<file path="config.mk">
export PLATFORM = sky130hd
export DESIGN_NAME = fetch_unit
export DESIGN_NICKNAME = d
export VERILOG_FILES = /design/src/rtl/fetch_pkg.sv /design/src/rtl/fetch_fifo.sv /design/src/rtl/fetch_unit.sv
export SDC_FILE = /design/constraint.sdc
export NUM_CORES = 1
export LEC_CHECK = 0
export CORE_MARGIN = 1
export CORE_UTILIZATION = 50
export DETAILED_ROUTE_END_ITERATION = 6
export MAX_ROUTING_LAYER = met4
export PLACE_DENSITY = 0.85
export SYNTH_ARGS = -nofsm -noshare
export SYNTH_HDL_FRONTEND = slang
export SYNTH_HIERARCHICAL = 1
export SYNTH_SLANG_ARGS = --single-unit
</file>
<file path="constraint.sdc">
create_clock -name i_clk -period 10.6 [get_ports i_clk]
set_input_delay 2.12 -clock i_clk [delete_from_list [all_inputs] [get_ports i_clk]]
set_output_delay 2.12 -clock i_clk [all_outputs]
set_load 0.02 [all_outputs]
</file>
<file path="src/rtl/fetch_pkg.sv">
// Shared types and constants for the instruction fetch stage.
package fetch_pkg;

   localparam int              XLEN               = 32;
   localparam logic [XLEN-1:0] NOP_INST           = 32'h0000_0013;
   localparam logic [XLEN-1:0] DEFAULT_RESET_ADDR = 32'h0000_0000;

   typedef struct packed {
      logic [XLEN-1:0] inst;
      logic [XLEN-1:0] pc;
   } fetch_entry_t;

   function automatic logic [XLEN-1:0] word_align(input logic [XLEN-1:0] addr);
      return {addr[XLEN-1:2], 2'b00};
   endfunction

endpackage

</file>
<file path="src/rtl/fetch_fifo.sv">
// Synchronous FIFO of fetched {inst, pc} entries; flush beats push and pop.
// Head entry is read combinationally so decode sees it with no extra latency.
module fetch_fifo
   import fetch_pkg::*;
#(
   parameter  int DEPTH = 2,
   localparam int AW    = $clog2(DEPTH),
   localparam int CW    = $clog2(DEPTH + 1)
) (
   input  logic         clk,
   input  logic         rst_n,
   input  logic         push,
   input  logic         pop,
   input  logic         flush,
   input  fetch_entry_t wr_data,
   output fetch_entry_t rd_data,
   output logic         full,
   output logic         empty,
   output logic [CW-1:0] count
);

   fetch_entry_t  mem_reg [DEPTH];
   logic [AW-1:0] wr_ptr_reg;
   logic [AW-1:0] rd_ptr_reg;
   logic [CW-1:0] count_reg;
   logic          do_push;
   logic          do_pop;

   assign full    = (count_reg == CW'(DEPTH));
   assign empty   = (count_reg == '0);
   assign count   = count_reg;
   assign rd_data = mem_reg[rd_ptr_reg];

   // A push into a full FIFO is legal only when the head leaves the same cycle.
   assign do_push = push && !flush && (!full || pop);
   assign do_pop  = pop && !flush && !empty;

   always_ff @(posedge clk or negedge rst_n) begin
      if (!rst_n) begin
         wr_ptr_reg <= '0;
         rd_ptr_reg <= '0;
         count_reg  <= '0;
      end else if (flush) begin
         wr_ptr_reg <= '0;
         rd_ptr_reg <= '0;
         count_reg  <= '0;
      end else begin
         if (do_push) wr_ptr_reg <= wr_ptr_reg + 1'b1;
         if (do_pop)  rd_ptr_reg <= rd_ptr_reg + 1'b1;
         case ({do_push, do_pop})
            2'b10:   count_reg <= count_reg + CW'(1);
            2'b01:   count_reg <= count_reg - CW'(1);
            default: count_reg <= count_reg;
         endcase
      end
   end

   always_ff @(posedge clk) begin
      if (do_push) mem_reg[wr_ptr_reg] <= wr_data;
   end

endmodule

</file>
<file path="src/rtl/fetch_unit.sv">
// Instruction fetch: PC, credit-limited imem requests, in-order response buffering.
// Define FETCH_BUBBLE_CNT_EN to add the o_bubble_cnt decode-starvation counter.
module fetch_unit
   import fetch_pkg::*;
#(
   parameter logic [XLEN-1:0] RESET_ADDR = DEFAULT_RESET_ADDR,
   parameter int              FIFO_DEPTH = 2
) (
   input  logic            i_clk,
   input  logic            i_rst_n,
   output logic            o_imem_req_valid,
   input  logic            i_imem_req_ready,
   output logic [XLEN-1:0] o_imem_addr,
   input  logic            i_imem_rsp_valid,
   input  logic [XLEN-1:0] i_imem_rsp_data,
   input  logic            i_redirect,
   input  logic [XLEN-1:0] i_redirect_pc,
   output logic            o_inst_valid,
   input  logic            i_inst_ready,
   output logic [XLEN-1:0] o_inst,
   output logic [XLEN-1:0] o_inst_pc
`ifdef FETCH_BUBBLE_CNT_EN
  ,output logic [XLEN-1:0] o_bubble_cnt
`endif
);

   localparam int CW = $clog2(FIFO_DEPTH + 1);
   localparam int AW = $clog2(FIFO_DEPTH);

   logic            started_reg;
   logic [XLEN-1:0] pc_reg,          pc_next;
   logic [CW-1:0]   outstanding_reg, outstanding_next;
   logic [CW-1:0]   drop_reg,        drop_next;

   logic [XLEN-1:0] aq_mem_reg [FIFO_DEPTH];
   logic [AW-1:0]   aq_wr_ptr_reg;
   logic [AW-1:0]   aq_rd_ptr_reg;

   logic            req_fire;
   logic            credit_ok;
   logic [CW:0]     slots_in_use;
   logic            inst_push;
   logic            inst_pop;
   logic            fifo_full;
   logic            fifo_empty;
   logic [CW-1:0]   fifo_count;
   fetch_entry_t    fifo_wr;
   fetch_entry_t    fifo_head;

   // Every accepted request reserves a FIFO slot, so responses never overflow.
   assign slots_in_use     = {1'b0, fifo_count} + {1'b0, outstanding_reg};
   assign credit_ok        = !fifo_full && (slots_in_use < (CW + 1)'(FIFO_DEPTH));
   assign o_imem_req_valid = started_reg && !i_redirect && credit_ok;
   assign o_imem_addr      = pc_reg;
   assign req_fire         = o_imem_req_valid && i_imem_req_ready;

   assign inst_push = i_imem_rsp_valid && !i_redirect && (drop_reg == '0);
   assign inst_pop  = o_inst_valid && i_inst_ready;
   assign fifo_wr   = '{inst: i_imem_rsp_data, pc: aq_mem_reg[aq_rd_ptr_reg]};

   always_comb begin
      pc_next          = pc_reg;
      drop_next        = drop_reg;
      outstanding_next = outstanding_reg + CW'(req_fire) - CW'(i_imem_rsp_valid);
      if (i_redirect) begin
         pc_next   = word_align(i_redirect_pc);
         drop_next = outstanding_reg - CW'(i_imem_rsp_valid);
      end else begin
         if (req_fire) pc_next = pc_reg + XLEN'(4);
         if (i_imem_rsp_valid && (drop_reg != '0)) drop_next = drop_reg - CW'(1);
      end
   end

   always_ff @(posedge i_clk or negedge i_rst_n) begin
      if (!i_rst_n) begin
         started_reg     <= 1'b0;
         pc_reg          <= RESET_ADDR;
         outstanding_reg <= '0;
         drop_reg        <= '0;
      end else begin
         started_reg     <= 1'b1;
         pc_reg          <= pc_next;
         outstanding_reg <= outstanding_next;
         drop_reg        <= drop_next;
      end
   end

   // Issued-address queue: every response, kept or dropped, retires one entry.
   always_ff @(posedge i_clk or negedge i_rst_n) begin
      if (!i_rst_n) begin
         aq_wr_ptr_reg <= '0;
         aq_rd_ptr_reg <= '0;
      end else begin
         if (req_fire)         aq_wr_ptr_reg <= aq_wr_ptr_reg + 1'b1;
         if (i_imem_rsp_valid) aq_rd_ptr_reg <= aq_rd_ptr_reg + 1'b1;
      end
   end

   always_ff @(posedge i_clk) begin
      if (req_fire) aq_mem_reg[aq_wr_ptr_reg] <= pc_reg;
   end

   fetch_fifo #(
      .DEPTH (FIFO_DEPTH)
   ) u_inst_fifo (
      .clk     (i_clk),
      .rst_n   (i_rst_n),
      .push    (inst_push),
      .pop     (inst_pop),
      .flush   (i_redirect),
      .wr_data (fifo_wr),
      .rd_data (fifo_head),
      .full    (fifo_full),
      .empty   (fifo_empty),
      .count   (fifo_count)
   );

   assign o_inst_valid = !fifo_empty;
   assign o_inst       = fifo_empty ? NOP_INST   : fifo_head.inst;
   assign o_inst_pc    = fifo_empty ? RESET_ADDR : fifo_head.pc;

`ifdef FETCH_BUBBLE_CNT_EN
   logic [XLEN-1:0] bubble_cnt_reg;

   always_ff @(posedge i_clk or negedge i_rst_n) begin
      if (!i_rst_n) begin
         bubble_cnt_reg <= '0;
      end else if (i_redirect) begin
         bubble_cnt_reg <= '0;
      end else if (started_reg && !o_inst_valid && (bubble_cnt_reg != '1)) begin
         bubble_cnt_reg <= bubble_cnt_reg + XLEN'(1);
      end
   end

   assign o_bubble_cnt = bubble_cnt_reg;
`endif

endmodule

</file>
==> impl_metrics.env <==
export IMPL_drc=0
export IMPL_die_h_um=141
export IMPL_slowest_delay_ns=0.65
export IMPL_cts_resized=0
export IMPL_crit_path_frequent_cell="clkdlybuf4s50_1"
export IMPL_relSlewSlack=0.340
export IMPL_num_rows=50
export IMPL_die_area_um2=20000
export IMPL_final_max_slew_viol_count=0
export IMPL_start_util=0.514
export IMPL_drt_initial_drc_count=304
export IMPL_antenna_found_initial=0
export IMPL_grt_start_max_net_pins=65
export IMPL_die_w_um=141
export IMPL_async_reset_ff_frac=0.179
export IMPL_synth_top_area_frac=0.582
export IMPL_final_util=0.652
export IMPL_fin_ws_ns=4.56
export IMPL_pwr_share_seq=0.493
export IMPL_skew_ns=0.00847
export IMPL_critPathRequiredTime_ns=8.48
export IMPL_first_pass_iters=5
export IMPL_slowest_stage="clkdlybuf4s50_1"
export IMPL_area_delta_synth_final_pct=26.9
export IMPL_grt_first_pass_wirelength_um=29900
export IMPL_netSwitchingPower_uw=571
export IMPL_io_buffers=163
export IMPL_yosysTopAreaCell="edfxtp_1"
export IMPL_syn_cell_area_um2=9700
export IMPL_seq_area_frac_synth=0.687
export IMPL_ys_top_cells_by_area="edfxtp_1, mux2_2, dfrtp_1"
export IMPL_synth_main_ff_cell="edfxtp_1"
export IMPL_grt_pass1_vias=5735
export IMPL_synth_edf_count=188
export IMPL_power_frac_comb=0.170
export IMPL_fin_nets=885
export IMPL_hold_ws_ns=0.508
export IMPL_diodes=0
export IMPL_p_int_mw=1.71
export IMPL_wl_per_cell_um=17.6
export IMPL_worstMarginPinSlew_ns=0.982
export IMPL_vias_per_cell=5.46
export IMPL_insertion_delay_ns=0.50
export IMPL_yosysUniqueCellTypes=62
export IMPL_pwr_share_clk=0.337
export IMPL_hold_buffers=0
export IMPL_core_um2=18900
export IMPL_path_clk_slew_ns=0.06
export IMPL_cp_data_arrival_time_ns=3.92
export IMPL_wl_um=19100
export IMPL_globalplace_congestion=0.849
export IMPL_crit_type="in -> out"
export IMPL_p_per_area_nw_per_um2=185
export IMPL_rsz0062_at_grt="false"
export IMPL_fmax_ghz=0.165
export IMPL_worstSetupStartpointType="input pin"
export IMPL_tns_ns=0
export IMPL_hpwl_um=12200
export IMPL_synth_warnings=6
export IMPL_final_cell_mix="edfxtp_1, clkdlybuf4s50_1, mux2_2"
export IMPL_setup_viol=0
export IMPL_ant_nets=0
export IMPL_max_vdd_ir_drop_mv=0.122
export IMPL_grt_usage=0.197
export IMPL_hold_viol=0
export IMPL_post_route_min_period_ns=6.04
export IMPL_cts_inserted_buffers=23
export IMPL_cap_violations=0
export IMPL_syn_inst=637
export IMPL_cp_end_kind="primary output"
export IMPL_synth_seq_cells=229
export IMPL_largest_reg_flops=128
export IMPL_cp_max_fo=47
export IMPL_postCtsSetupBuffers=0
export IMPL_period_share=0.570
export IMPL_clock_sinks=229
export IMPL_status="completed"
export IMPL_cts_tree="done"
export IMPL_grt_overflow=0
export IMPL_p_leak_nw=4.16
export IMPL_dp_slack_ns=4.51
export IMPL_crit_chain="clkdlybuf4s50_1 -> buf_4 -> nor2_1 -> nor4bb_1 -> clkdlybuf4s50_1"
export IMPL_vias=5921
export IMPL_power_mw=2.28
export IMPL_h_tree_depth=1
export IMPL_clk_path_buf_depth=3
export IMPL_design_portCount=168
export IMPL_p_sw_frac=0.250
export IMPL_hp_class="reg -> reg"
export IMPL_drive_above_1_share=0.195
export IMPL_layout_commonest_cell="edfxtp_1"
export IMPL_cts_root_buffer="clkbuf_16"
export IMPL_synth_area_per_cell_um2=15.2
-- power by group through the flow --
| stage | sequential [mW] | clock (mW) | combinational [mW] |
|---|---|---|---|
| final | 1.12 | 0.767 | 0.388 |
| after floorplan | 1.13 | 0 | 0.229 |
| after detailed placement | 1.14 | 0 | 0.388 |
| after CTS | 1.12 | 0.781 | 0.391 |
| after global placement | 1.14 | 0 | 0.379 |
| after global routing | 1.13 | 0.819 | 0.418 |
-- worst max-delay path, delay by kind of cell --
kind	cells	cell delay, ns
simple gates	2	0.47
buf+inv	3	1.31
-- stage by stage --
step,area [um^2],std cells
finish,12300,1085
global placement,11600,1044
detailed placement,11600,1044
floorplan,9720,642
global route,12300,1085
CTS,12300,1085
-- routing by layer --
metal  GRT usage  vias up  wire (um)
li1            -     2740          -
met1       0.260     2914       8280
met2       0.320      226       9160
met3      0.0263       41       1260
met4      0.0601        0        415
met5           -        -          0
-- cell type report --
type                    instances  area [um^2]
clock buffers                  32          619
clock inverters                 9         97.6
fillers                      1330         6580
inverters                      15         56.3
multi-input cells             369         2850
flip-flops and latches        229         6670
well taps                     260          325
repair buffers                171         1690
-- cells in the mapped netlist (5+ instances only) --
| library cell | number |
|---|---|
| edfxtp_1 | 188 |
| mux2_2 | 94 |
| nor2b_1 | 63 |
| dfrtp_1 | 41 |
| nand2_1 | 38 |
| o21ai_0 | 18 |
| nor2_1 | 16 |
| nand3_1 | 15 |
| inv_1 | 13 |
| clkbuf_1 | 12 |
| nand4_1 | 9 |
| nor3_1 | 8 |
| o211ai_1 | 8 |
| a21oi_1 | 7 |
| xnor2_1 | 7 |
| buf_2 | 5 |
| buf_6 | 5 |
| ha_1 | 5 |
| o311ai_1 | 5 |
| xor2_1 | 5 |
-- path summary, 6_finish.rpt --
| kind | startpoint | to | slack, ns | depth (start not counted) |
|---|---|---|---|---|
| worst max-delay path | i_redirect | o_imem_req_valid | 4.56 | 5 |
| worst min-delay path | aq_wr_ptr_reg | aq_wr_ptr_reg | 0.51 | 1 |
| worst max register to register | u_inst_fifo/count[0] | outstanding_reg[1] | 7.17 | 10 |
| worst min register to register | aq_wr_ptr_reg | aq_wr_ptr_reg | 0.51 | 1 |
| max in group asynchronous | i_rst_n | u_inst_fifo/rd_ptr_reg | 8.17 | 1 |
| min in group asynchronous | i_rst_n | started_reg | 1.77 | 1 |
-- logic make-up after synthesis --
family	count (synthesis)	share of synthesized area
other	2	0.000774
XOR/XNOR	12	0.0108
flip-flops	229	0.687
AO/OA/AOI/OAI	66	0.0482
adder cells (fa/ha/maj)	6	0.00851
multiplexers	96	0.111
buffers and inverters	44	0.0231
AND/OR/NAND/NOR	182	0.110
Note: power is estimated with default switching activity, not from simulation.
